==> src/rtl/twowire_arb_pkg.sv <==
// twowire_arb_pkg -- shared definitions for the two-wire APB3 arbiter.
//   arb_state_t : FSM state encoding (IDLE=0, SETUP=1, ACCESS=2)
//   TO_CNT_W    : width of the optional access-phase timeout counter
package twowire_arb_pkg;

    typedef enum logic [1:0] {
        ST_IDLE   = 2'd0,
        ST_SETUP  = 2'd1,
        ST_ACCESS = 2'd2
    } arb_state_t;

    // Wide enough for any practical TIMEOUT_CYCLES (up to 65535).
    localparam int TO_CNT_W = 16;

endpackage

==> src/rtl/twowire_rr_pick.sv <==
// twowire_rr_pick -- combinational round-robin selector.
//   req   : request vector, one bit per master
//   ptr   : index of the last granted master
//   win   : first requester found scanning upward from ptr+1 (mod N)
//   valid : at least one request present
module twowire_rr_pick #(
    parameter int N  = 2,
    parameter int IW = $clog2(N)
) (
    input  logic [N-1:0]  req,
    input  logic [IW-1:0] ptr,
    output logic [IW-1:0] win,
    output logic          valid
);
    localparam int DW = IW + 1;

    logic [DW-1:0] best_d;
    logic [DW-1:0] d;

    // Each requester gets a distance from ptr+1; the smallest distance wins.
    // A lone requester always wins since every real distance is < N.
    always_comb begin
        win    = ptr;
        valid  = |req;
        best_d = '1;
        d      = '0;
        for (int i = 0; i < N; i++) begin
            d = DW'((i + N - 1 - int'(ptr)) % N);
            if (req[i] && (d < best_d)) begin
                best_d = d;
                win    = IW'(i);
            end
        end
    end
endmodule

==> src/rtl/twowire_apb_arbiter.sv <==
// twowire_apb_arbiter -- N-master to one-slave APB3 arbiter, round-robin.
//   dck, drst            : clock, synchronous active-high reset
//   up_psel/penable/pwrite, up_paddr, up_pwdata : per-master requests (flat)
//   up_pready, up_pslverr, up_prdata            : per-master responses
//   dst_*                : downstream APB3 request / response
//   grant                : current or last granted master index
//   busy                 : high while in SETUP or ACCESS
// Optional feature macro: TWOWIRE_ARB_TIMEOUT_EN -- abort an ACCESS phase
// with an error response after TIMEOUT_CYCLES wait cycles.
module twowire_apb_arbiter
    import twowire_arb_pkg::*;
#(
    parameter int N_MASTERS      = 2,
    parameter int W_ADDR         = 8,
    parameter int TIMEOUT_CYCLES = 255
) (
    input  logic                          dck,
    input  logic                          drst,
    input  logic [N_MASTERS-1:0]          up_psel,
    input  logic [N_MASTERS-1:0]          up_penable,
    input  logic [N_MASTERS-1:0]          up_pwrite,
    input  logic [N_MASTERS*W_ADDR-1:0]   up_paddr,
    input  logic [N_MASTERS*32-1:0]       up_pwdata,
    output logic [N_MASTERS-1:0]          up_pready,
    output logic [N_MASTERS-1:0]          up_pslverr,
    output logic [31:0]                   up_prdata,
    output logic                          dst_psel,
    output logic                          dst_penable,
    output logic                          dst_pwrite,
    output logic [W_ADDR-1:0]             dst_paddr,
    output logic [31:0]                   dst_pwdata,
    input  logic                          dst_pready,
    input  logic                          dst_pslverr,
    input  logic [31:0]                   dst_prdata,
    output logic [$clog2(N_MASTERS)-1:0]  grant,
    output logic                          busy
);
    localparam int GW = $clog2(N_MASTERS);

    arb_state_t    state, state_nx;
    logic [GW-1:0] grant_nx;
    logic [GW-1:0] pick;
    logic          pick_vld;
    logic          timeout;

    // Masters' penable is not needed: the grant is taken on psel alone.
    logic unused_penable;
    assign unused_penable = ^up_penable;

    twowire_rr_pick #(.N(N_MASTERS), .IW(GW)) u_pick (
        .req   (up_psel),
        .ptr   (grant),
        .win   (pick),
        .valid (pick_vld)
    );

    always_ff @(posedge dck) begin
        if (drst) begin
            state <= ST_IDLE;
            grant <= GW'(N_MASTERS - 1);   // first scan starts at master 0
        end else begin
            state <= state_nx;
            grant <= grant_nx;
        end
    end

`ifdef TWOWIRE_ARB_TIMEOUT_EN
    logic [TO_CNT_W-1:0] wait_cnt;

    always_ff @(posedge dck) begin
        if (drst || state == ST_SETUP)
            wait_cnt <= '0;
        else if (state == ST_ACCESS && !dst_pready && !timeout)
            wait_cnt <= wait_cnt + TO_CNT_W'(1);
    end

    // A late pready on the limit cycle still completes normally.
    assign timeout = (state == ST_ACCESS) && !dst_pready &&
                     (wait_cnt == TO_CNT_W'(TIMEOUT_CYCLES));
`else
    logic unused_cfg;
    assign unused_cfg = (TIMEOUT_CYCLES == 0);
    assign timeout    = 1'b0;
`endif

    always_comb begin
        state_nx = state;
        grant_nx = grant;
        case (state)
            ST_IDLE: begin
                if (pick_vld) begin
                    state_nx = ST_SETUP;
                    grant_nx = pick;
                end
            end
            ST_SETUP:  state_nx = ST_ACCESS;
            // Completion ignores the master's psel: an abandoned transfer
            // still finishes downstream and its response is simply dropped.
            ST_ACCESS: if (dst_pready || timeout) state_nx = ST_IDLE;
            default:   state_nx = ST_IDLE;
        endcase
    end

    always_comb begin
        busy        = (state != ST_IDLE);
        dst_psel    = busy;
        dst_penable = (state == ST_ACCESS);
        dst_paddr   = '0;
        dst_pwdata  = '0;
        dst_pwrite  = 1'b0;
        up_pready   = '0;
        up_pslverr  = '0;
        up_prdata   = '0;
        if (busy) begin
            dst_paddr  = up_paddr[int'(grant)*W_ADDR +: W_ADDR];
            dst_pwdata = up_pwdata[int'(grant)*32 +: 32];
            dst_pwrite = up_pwrite[grant];
        end
        if (state == ST_ACCESS) begin
            up_pready[grant]  = dst_pready | timeout;
            up_pslverr[grant] = (dst_pslverr & dst_pready) | timeout;
            if (!timeout) up_prdata = dst_prdata;
        end
    end
endmodule
==> config.mk <==
export PLATFORM = sky130hd
export DESIGN_NAME = twowire_apb_arbiter
export DESIGN_NICKNAME = d
export VERILOG_FILES = /design/src/rtl/twowire_arb_pkg.sv /design/src/rtl/twowire_rr_pick.sv /design/src/rtl/twowire_apb_arbiter.sv
export SDC_FILE = /design/constraint.sdc
export NUM_CORES = 1
export LEC_CHECK = 0
export ABC_CLOCK_PERIOD_IN_PS = 2500
export CORE_AREA = 2 2 79 81
export CTS_BUF_LIST = sky130_fd_sc_hd__clkbuf_2 sky130_fd_sc_hd__clkbuf_4 sky130_fd_sc_hd__clkbuf_8
export CTS_CLUSTER_SIZE = 10
export DETAILED_ROUTE_END_ITERATION = 6
export DIE_AREA = 0 0 81 83
export PLACE_DENSITY = 0.84
export SETUP_SLACK_MARGIN = 0.02
export SLEW_MARGIN = 20
export SYNTH_ARGS = -nofsm -noshare
export SYNTH_HDL_FRONTEND = slang
export SYNTH_SLANG_ARGS = --single-unit
==> constraint.sdc <==
create_clock -name dck -period 2.5 [get_ports dck]
set_input_delay 0.375 -clock dck [delete_from_list [all_inputs] [get_ports dck]]
set_output_delay 0.375 -clock dck [all_outputs]
set_load 0.01 [all_outputs]
# [Yosys cells after proc, flatten, opt, wreduce, memory -nomap -nowiden]
# Index checks and enable logic that the tools add are counted.
[totals] regBits=3 input_bits=122 output_inout_bits=81 word_cells=44
[op_classes] addsub=2 n_lt_le_gt_ge=4 eq_ne=4 shifts=2 mux=16 bitwise_logic=5 reduce_logical=9
[ops] op="two-way mux 32 bit" count=2
[ops] op="variable part select 64 x 7 -> 32 bit" count=1
[ops] op="variable part select 16 x 5 -> 8 bit" count=1
[ops] op="two-way mux 2 bit" count=5
[ops] op="two-way mux 8 bit" count=1
[ops] op="two-way mux 1 bit" count=6
[ops] op="case mux 2 bit (3 select lines)" count=1
[ops] op="bitwise AND 2 bit" count=2
[ops] op="nonzero test 2 bit" count=2
[ops] op="bitwise AND 1 bit" count=3
[ops] op="logical AND 1 bit" count=3
[ops] op="AND reduction 3 bit" count=1
[ops] op="subtractor 2 x 1 -> 3 bit, first input constant" count=1
[ops] op="equality test 2 x 1 -> 1 bit, second input constant" count=1
[ops] op="equality test 2 bit, second input constant" count=1
[ops] op="logical NOT 2 bit" count=1
[ops] op="less-than comparator 1 x 2 -> 1 bit, second input constant" count=1
[ops] op="less-than comparator 2 bit" count=1
[ops] op="less-than comparator 2 bit, second input constant" count=1
[ops] op="!= test 2 x 1 -> 1 bit, second input constant" count=1
[ops] op="!= test 2 bit, second input constant" count=1
[ops] op="AND reduction 2 bit" count=1
[ops] op="OR reduction 2 bit" count=1
[ops] op="subtractor 1 x 1 -> 2 bit, first input constant" count=1
[ops] op="other kinds (2)" count=2

# [Logic depth before layout (Yosys ltp)]
# Gate-level depths: netlist of the first run.
[logic_depth] depth_word=9 depth_mapped=4 mapped_depth_nobuf=3

# [Hierarchy]
# Synthesis of the first run repeated with hierarchy kept, for this count alone.
[hier_totals] cells_unflattened=151 hier_area_um2=1012.2
[by_module_without_submodules] module="twowire_apb_arbiter" n_inst=1 cells_per_inst=148 area_per_inst_um2=997.2 seq_area_each_um2=60.1
[by_module_without_submodules] module="twowire_rr_pick" n_inst=1 cells_per_inst=3 area_per_inst_um2=15.0 seq_area_each_um2=0.0

# [Worst setup path before layout of the first run]
# OpenSTA, ideal clock, no wires.
[synth_path] path_type="flip-flop to output port" from="register grant" to="output dst_pwdata[0]" arrival_ps=1025 required_ps=2125 slack_ps=1100 stages_incl_launch_ff=5 n_path_buf=2 cell_sequence="dfxtp_1 buf_2 buf_4 mux2i_1 nor2_1"
[synth_between] elab_chain_len=2
[synth_lines] element="start, declared" line_no="twowire_apb_arbiter.sv:35" text="output logic [$clog2(N_MASTERS)-1:0] grant,"
[synth_lines] element="start signal, assigned" line_no="twowire_apb_arbiter.sv:60" text="grant <= GW'(N_MASTERS - 1);"
[synth_lines] element="start signal, assigned" line_no="twowire_apb_arbiter.sv:63" text="grant <= grant_nx;"
[synth_lines] element="variable part select 64 x 7 -> 32 bit" line_no="twowire_apb_arbiter.sv:116" text="dst_pwdata = up_pwdata[int'(grant)*32 +: 32];"
[synth_lines] element="two-way mux 32 bit" line_no="twowire_apb_arbiter.sv:114" text="if (busy) begin"
[synth_lines] element="end, declared" line_no="twowire_apb_arbiter.sv:31" text="output logic [31:0] dst_pwdata,"
# Every way passes these cells.

# [Worst setup path in the final report of the first run]
[layout_path] from="register state[0]" to="output dst_pwdata[3]"
[layout_between] elab_chain_len=2
[layout_lines] element="start, declared" line_no="twowire_apb_arbiter.sv:40" text="arb_state_t state, state_nx;"
[layout_lines] element="start signal, assigned" line_no="twowire_apb_arbiter.sv:62" text="state <= state_nx;"
[layout_lines] element="nonzero test 2 bit" line_no="twowire_apb_arbiter.sv:105" text="busy = (state != ST_IDLE);"
[layout_lines] element="two-way mux 32 bit" line_no="twowire_apb_arbiter.sv:114"
# Every way passes these cells.

==> results of run 1 <==
==> final timing paths <==
check / startpoint / end / slack [ns] / cells after the start
hold / removal: state[0] / state[1] / 0.65 / 2
hold reg to reg: state[0] / state[1] / 0.65 / 2
setup / recovery: state[0] / dst_pwdata[3] / 0.06 / 3
setup reg to reg: state[0] / grant / 0.97 / 3
==> power by group through the flow <==
stage | Sequential [mW] | Clock (mW) | Combinational (mW)
2_1_floorplan | 0.0608 | 0 | 0.271
3_3_place_gp | 0.0712 | 0 | 0.649
3_5_place_dp | 0.0717 | 0 | 0.660
4_1_cts | 0.0708 | 0.153 | 0.663
5_1_grt | 0.0748 | 0.159 | 0.709
6_report | 0.0721 | 0.150 | 0.658
==> per-layer routing <==
metal / wire length, microns / share of wire / vias to the layer above
met5: 0 / 0 / -
met4: 78 / 0.014 / 0
met3: 614 / 0.11 / 8
met2: 2966 / 0.54 / 102
met1: 1871 / 0.34 / 776
li1: - / - / 880
==> cells in the final DEF, fill, tap and decap left out, types with 2 or more instances in the layout <==
cell type | netlist | final
and2_1 | 32 | 32
clkbuf_8 | 0 | 3
clkdlybuf4s50_1 | 0 | 200
dfxtp_1 | 3 | 2
mux2i_1 | 41 | 41
nand2_1 | 2 | 2
nand2b_1 | 2 | 2
nor2_1 | 46 | 46
==> worst reg2reg max path, cell delays in order (launching register included) <==
cell	delay (ns)
dfxtp_1	0.42
nor2_4	0.50
inv_2	0.13
o32a_1	0.36
==> cell type report <==
class	instances	area, sq um
sequential	3	61.31
tap	75	93.84
fill	566	2694
inverter	1	3.754
timing repair buffer	201	2022
multi-input combinational	134	892.1
clock buffer	4	48.80
==> timing repair <==
action                     CTS  global route
setup endpoints to repair    0            43
hold buffers                 0             0
buffers inserted             0             0
==> metrics by stage <==
stage / power [mW] / TNS, ns / hold slack, ns / setup slack, ns / util
floorplan: 0.3316 / 0 / 0.4441 / 1.100 / -
global route: 0.9419 / -0.9666 / 0.7166 / -0.04905 / 0.5368
global placement: 0.7200 / 0 / 0.5999 / 0.2911 / 0.5273
finish: 0.8801 / 0 / 0.6521 / 0.05663 / 0.5368
CTS: 0.8872 / 0 / 0.6157 / 0.03520 / 0.5357
detailed placement: 0.7315 / 0 / 0.6109 / 0.2686 / 0.5273
==> kinds of logic after synthesis <==
group / synth area share
multiplexers: 0.3923
buffers and inverters: 0.09569
AND/OR/NAND/NOR: 0.4402
AO/OA/AOI/OAI: 0.01435
flip-flops: 0.05742
==> registers in the layout, indices dropped and copies added, names as in the netlist <==
register,cells
grant,1
state,2
==> impl_metrics.json, run 1 <==
{
  "slew_viol_final": 0,
  "portBuffers": 200,
  "synthToLayoutAreaGrowth_pct": 198.4,
  "diodes": 0,
  "ys_seq_elements": 3,
  "route.vias.total": 1766,
  "die_w_microns": 81,
  "clock.fmax_mhz": 409.3,
  "synth_warnings": 0,
  "rsz0062_at_grt": "yes",
  "cts.path.max_buffers": 2,
  "clkTransAtPathRegs_ns": 0.03,
  "drt_wl_total_microns": 5529,
  "seqPwrFrac": 0.082,
  "die_area_sq_um": 6723,
  "core_sq_um": 5816,
  "cts_tree": "built",
  "final-hold-violation-count": 0,
  "grt_pass1_wl_microns": 8107,
  "synth_cell_types": 20,
  "ir_drop_mv": 0.1748,
  "power_frac_clock": 0.171,
  "routabilityCongestion": 0.7255,
  "num_rows": 28,
  "dp.cells": 413,
  "use_met3": 0.04565,
  "ant_nets": 0,
  "synth_commonest_cells": "46 x nor2_1, 41 x mux2i_1, 32 x and2_1",
  "grt_pass1_vias": 1737,
  "h-tree-depth": 1,
  "critPathBufInv": 1,
  "worst_setup_path_start_kind": "register",
  "met2_usage": 0.3050,
  "grt_antenna_before_repair": 0,
  "drc_errors": 0,
  "use_met1": 0.1349,
  "initial_core_util": 0.1799,
  "final-instance-count-excl-fill": 418,
  "ys_async_sr_fraction": 0,
  "clk_latency_ns": 0.21,
  "grt_overflow_total": 0,
  "path_class": "reg2out",
  "p_leak_nw": 1.375,
  "synth_top_area_cell": "mux2i_1",
  "synth_cells": 150,
  "busiest_layer": "met2",
  "avgSynthCellArea_sq_um": 6.973,
  "arrival_ns": 2.07,
  "drive_gt1_frac": 0.03207,
  "required_ns": 2.12,
  "synth-main-ff-cell": "dfxtp_1",
  "cp_slowest_cell": "nor2_2",
  "cts_buffers": 3,
  "slowest_delay_ns": 0.78,
  "postCtsResizedCells": 0,
  "syn_nets": 272,
  "combPwrFrac": 0.747,
  "outcome": "finished, final reports clean",
  "routedWlPerCell_microns": 13.23,
  "synth.area.top_cells": "mux2i_1 39%, and2_1 19%, nor2_1 17%",
  "synth_top_area_share": 0.3923,
  "synth_edf_count": 0,
  "p_per_area_nw_per_um2": 281.9,
  "ys_seq_area_frac": 0.05742,
  "power_switching_mw": 0.2843,
  "placed_area_sq_um": 3067,
  "track_usage": 0.1491,
  "path_max_fanout": 21,
  "layout.nets": 466,
  "worstMarginPinSlew_ns": 0.9376,
  "finalSetupViolations": 0,
  "grt_max_degree": 43,
  "cts_sinks": 3,
  "crit_chain": "nor2_2, nor2_1, clkdlybuf4s50_1",
  "netlist_area_sq_um": 1046,
  "maxCapViolations": 0,
  "die_height_microns": 83,
  "cp_top_family": "simple AND/OR/NAND/NOR gates",
  "root_buffer": "clkbuf_8",
  "io_pins": 203,
  "drt-initial-drc-count": 19,
  "p_sw_frac": 0.3230,
  "slew_headroom": 0.3742,
  "min_period_ns": 2.443,
  "place.detailed.hpwl_microns": 4532,
  "finalCritPeriodShare": 0.9773,
  "cp-end-kind": "primary output",
  "min_path_type": "reg2reg",
  "final_area_sq_um": 3122,
  "skew_ns": 0.003641,
  "via_per_inst": 4.225,
  "p_int_mw": 0.5959,
  "synth_most_common_cell": "nor2_1",
  "dr.pass1.iters": 4
}
(Power assumes the default switching activity.)
==> run 2, diff against run 1 <==
ABC_CLOCK_PERIOD_IN_PS = 3060   (was 2500)
CORE_AREA = 2 2 78 80   (was 2 2 79 81)
CTS_BUF_LIST = not set   (was sky130_fd_sc_hd__clkbuf_2 sky130_fd_sc_hd__clkbuf_4 sky130_fd_sc_hd__clkbuf_8)
DIE_AREA = 0 0 80 82   (was 0 0 81 83)
PLACE_DENSITY = 0.86   (was 0.84)
clock period = 3.06 ns   (was 2.5 ns; I/O delays follow)
==> impl_metrics.json, run 2 (synthesized netlist as in run 1, its figures left out) <==
{
  "outcome": "finished, final reports clean",
  "path_class": "reg2out",
  "required_ns": 2.60,
  "diodes": 0,
  "placed_area_sq_um": 3082,
  "die_w_microns": 80,
  "skew_ns": 0.001081,
  "clk_latency_ns": 0.22,
  "ir_drop_mv": 0.1804,
  "post_cts.repair.setup_buffers": 0,
  "grt_max_degree": 34,
  "largest_reg_flops": 2,
  "crit_chain": "nor2b_4, and2_1, clkdlybuf4s50_1",
  "grt_antenna_before_repair": 0,
  "hp-start": "state[0]",
  "slowest_delay_ns": 0.53,
  "p_leak_nw": 1.379,
  "seqPwrFrac": 0.071,
  "layout.nets": 467,
  "route.vias.total": 1759,
  "crit_start": "state[1]",
  "finalCritPeriodShare": 0.7865,
  "rsz0062_at_grt": "no",
  "hold_depth": 2,
  "drt-initial-drc-count": 23,
  "p_int_mw": 0.4823,
  "portBuffers": 200,
  "cts.path.max_buffers": 2,
  "worstReg2RegEnd": "grant",
  "slew_viol_final": 0,
  "synthToLayoutAreaGrowth_pct": 198.9,
  "grt_overflow_total": 0,
  "num_rows": 28,
  "ant_nets": 0,
  "layout_commonest_cell": "clkdlybuf4s50_1",
  "final-hold-violation-count": 0,
  "cp-end-kind": "primary output",
  "postCtsResizedCells": 0,
  "drc_errors": 0,
  "cts_tree": "built",
  "postCtsHoldBufs": 0,
  "r2r_slack_ns": 1.50,
  "routabilityCongestion": 0.7622,
  "power_frac_clock": 0.163,
  "h-tree-depth": 1,
  "routedWlPerCell_microns": 12.76,
  "r2r_start": "state[0]",
  "slew_headroom": 0.6743,
  "die_area_sq_um": 6560,
  "largestRegisters": "state x2, grant x1",
  "cts_sinks": 3,
  "drive_gt1_frac": 0.03198,
  "dr.pass1.iters": 4,
  "p_sw_frac": 0.3252,
  "min_period_ns": 2.407,
  "finalSetupViolations": 0,
  "p_per_area_nw_per_um2": 228.6,
  "track_usage": 0.1449,
  "initial_core_util": 0.1821,
  "ff2ff_path_depth": 4,
  "place.detailed.hpwl_microns": 4598,
  "core_sq_um": 5746,
  "drt_wl_total_microns": 5345,
  "final_area_sq_um": 3127,
  "min_path_type": "reg2reg",
  "arrival_ns": 1.95,
  "path_max_fanout": 33,
  "root_buffer": "clkbuf_8",
  "io_pins": 203,
  "die_height_microns": 82,
  "clkTransAtPathRegs_ns": 0.03,
  "grt_pass1_wl_microns": 7707,
  "regMostFlops": "state",
  "clock.fmax_mhz": 415.5,
  "grt_pass1_vias": 1669,
  "mostFrequentLayoutCells": "200 x clkdlybuf4s50_1, 46 x nor2_1, 41 x mux2i_1",
  "maxCapViolations": 0,
  "power_switching_mw": 0.2324,
  "fin_tns_setup_ns": 0,
  "worstMarginPinSlew_ns": 0.4875,
  "cp_slowest_cell": "clkdlybuf4s50_1",
  "hold-path-endpoint": "state[1]",
  "worst_setup_path_start_kind": "register",
  "cts_buffers": 3,
  "combPwrFrac": 0.766,
  "via_per_inst": 4.198
}
-- run 2: changes by cell type in the layout (fill, tap and decap cells not counted) --
cell | before | now
buf_4 | 0 | 2
clkbuf_1 | 0 | 1
clkbuf_4 | 1 | 0
nor2_2 | 1 | 0
-- run 2: worst max path at each step --
stage / slack [ns] / end / cells after the start
after global routing: 0.47 / up_prdata[1] / 3
after floorplan: 1.58 / dst_pwdata[0] / 4
final: 0.65 / up_prdata[1] / 3
after CTS: 0.59 / up_prdata[1] / 3
after detailed placement: 0.82 / up_prdata[1] / 3
after global placement: 0.87 / up_prdata[1] / 3
-- run 2: power groups by stage --
stage               sequential [mW]  clock [mW]  combinational, mW
floorplan                    0.0497           0              0.221
global placement             0.0511           0              0.544
detailed placement           0.0510           0              0.553
CTS                          0.0507       0.118              0.555
global route                 0.0517       0.122              0.589
finish                       0.0504       0.117              0.547
-- run 2: worst max-delay path: cells and delay by family, from the launching register on --
kind	cells	cell delay (ns)
buffers and inverters	1	0.53
AND/OR/NAND/NOR	2	0.73
flip-flops	1	0.46
-- run 2: per-layer routing --
metal,vias to the layer above,share of wire,global-route usage
met1,783,0.34,0.1536
met3,4,0.10,0.04176
met5,-,0,0
met2,98,0.56,0.2875
li1,874,-,-
met4,0,0.0051,0.02034
-- run 2: cell type report --
class                           count  area, sq um
Clock buffer                        4        45.04
Fill cell                         552         2619
Inverter                            1        3.754
Multi-Input combinational cell    133        885.9
Sequential cell                     3        61.31
Tap cell                           75        93.84
Timing Repair Buffer              203         2037
-- run 2: per-stage QoR --
stage | hold slack (ns) | setup WS (ns) | cells | utilization | power [mW]
after floorplan | 0.5281 | 1.576 | 150 | - | 0.2709
after global placement | 0.6093 | 0.8682 | 415 | 0.5364 | 0.5955
after detailed placement | 0.6368 | 0.8175 | 415 | 0.5364 | 0.6041
after CTS | 0.6403 | 0.5906 | 419 | 0.5442 | 0.7237
after global routing | 0.6779 | 0.4726 | 419 | 0.5442 | 0.7624
final | 0.6314 | 0.6534 | 419 | 0.5442 | 0.7147
==> run 3, diff against run 2 <==
ABC_CLOCK_PERIOD_IN_PS = 2500   (was 3060)
clock period = 2.5 ns   (was 3.06 ns; I/O delays follow)
==> impl_metrics.json, run 3 (synthesized netlist as in run 1, its figures left out) <==
{
  "drive_gt1_frac": 0.03478,
  "via_per_inst": 4.238,
  "min_period_ns": 2.259,
  "path_max_fanout": 21,
  "clkTransAtPathRegs_ns": 0.03,
  "rsz0062_at_grt": "no",
  "grt_pass1_vias": 1724,
  "cp-end-kind": "primary output",
  "preCtsSetupSlack_ns": 0.2392,
  "min_path_type": "reg2reg",
  "cts.path.max_buffers": 2,
  "die_height_microns": 82,
  "ir_drop_mv": 0.1662,
  "post_cts.repair.setup_buffers": 0,
  "largestRegisters": "state x2, grant x1",
  "diodes": 0,
  "h-tree-depth": 1,
  "p_leak_nw": 1.382,
  "arrival_ns": 1.88,
  "ant_nets": 0,
  "core_sq_um": 5746,
  "p_per_area_nw_per_um2": 279.6,
  "grt_pass1_wl_microns": 7928,
  "required_ns": 2.12,
  "regMostFlops": "state",
  "io_pins": 203,
  "slew_viol_final": 0,
  "cts_buffers": 3,
  "layout.nets": 468,
  "largest_reg_flops": 2,
  "routedWlPerCell_microns": 13.34,
  "die_area_sq_um": 6560,
  "route.vias.total": 1780,
  "cts_sinks": 3,
  "layout_commonest_cell": "clkdlybuf4s50_1",
  "drt-initial-drc-count": 20,
  "drt_wl_total_microns": 5603,
  "outcome": "finished, final reports clean",
  "finalPower_mw": 0.8792,
  "clock.fmax_mhz": 442.7,
  "die_w_microns": 80,
  "grt_overflow_total": 0,
  "cts_tree": "built",
  "dr.pass1.iters": 4,
  "path_class": "reg2out",
  "synthToLayoutAreaGrowth_pct": 200.6,
  "slew_headroom": 0.6249,
  "n_fill_cell": 541,
  "finalSetupViolations": 0,
  "maxCapViolations": 0,
  "fin_tns_setup_ns": 0,
  "worst_setup_path_start_kind": "register",
  "worstMarginPinSlew_ns": 0.5613,
  "root_buffer": "clkbuf_8",
  "worst_slack_ns": 0.2410,
  "grt_antenna_before_repair": 0,
  "clk_latency_ns": 0.22,
  "final-hold-violation-count": 0,
  "finalCritPeriodShare": 0.9036,
  "track_usage": 0.1511,
  "routabilityCongestion": 0.7473,
  "num_rows": 28,
  "postCtsHoldBufs": 0,
  "portBuffers": 200,
  "place.detailed.hpwl_microns": 4516,
  "skew_ns": 0.002647,
  "grt_max_degree": 34,
  "mostFrequentLayoutCells": "200 x clkdlybuf4s50_1, 46 x nor2_1, 41 x mux2i_1",
  "initial_core_util": 0.1821,
  "drc_errors": 0
}
## run 3: path summary, 6_finish.rpt
check	to	startpoint	slack, ns	cells after the start
setup / recovery	dst_psel	state[0]	0.24	3
setup reg to reg	grant	state[0]	0.88	3
hold reg to reg	state[1]	state[0]	0.71	2
hold / removal	state[1]	state[0]	0.71	2
## run 3: layout make-up
| cell class | count | area (sq um) | area share |
|---|---|---|---|
| Multi-Input combinational cell | 135 | 910.9 | 0.2897 |
| Sequential cell | 3 | 61.31 | 0.01950 |
| Timing Repair Buffer | 202 | 2029 | 0.6454 |
| Clock buffer | 4 | 45.04 | 0.01433 |
| Inverter | 1 | 3.754 | 0.001194 |
| Tap cell | 75 | 93.84 | 0.02984 |
## run 3: metal layers
metal / wire length, microns / track usage / share of wire / vias up
li1: - / - / - / 879
met3: 515 / 0.04176 / 0.092 / 4
met4: 29 / 0.02542 / 0.0052 / 0
met2: 3149 / 0.3050 / 0.56 / 97
met1: 1909 / 0.1556 / 0.34 / 800
met5: 0 / 0 / 0 / -
## run 3: power by group
group	leakage, nW	total (mW)	switching (mW)	internal (mW)
Clock	0.0228	0.140	0.0316	0.109
Sequential	0.0245	0.0665	0.0129	0.0536
Combinational	1.33	0.672	0.245	0.428
## run 3: critical path, cell delays in order (launching register included)
cell and delay [ns]:
dfxtp_1 0.46, nor2_4 0.53, inv_2 0.15, clkdlybuf4s50_1 0.52
## run 3: metrics by stage
step | hold WS, ns | area, sq um | instances | utilization
after CTS | 0.6582 | 3126 | 419 | 0.5440
after global placement | 0.5951 | 3074 | 414 | 0.5351
after detailed placement | 0.5958 | 3074 | 414 | 0.5351
after floorplan | 0.4441 | 1046 | 150 | -
after global routing | 0.7494 | 3144 | 420 | 0.5473
final | 0.7107 | 3144 | 420 | 0.5473
## run 3: repair_timing
item / in CTS / in global routing
setup endpoints to repair: 2 / 36
pin swaps: 1 / 0
cloned: 1 / 1
resized for setup: 0 / 2
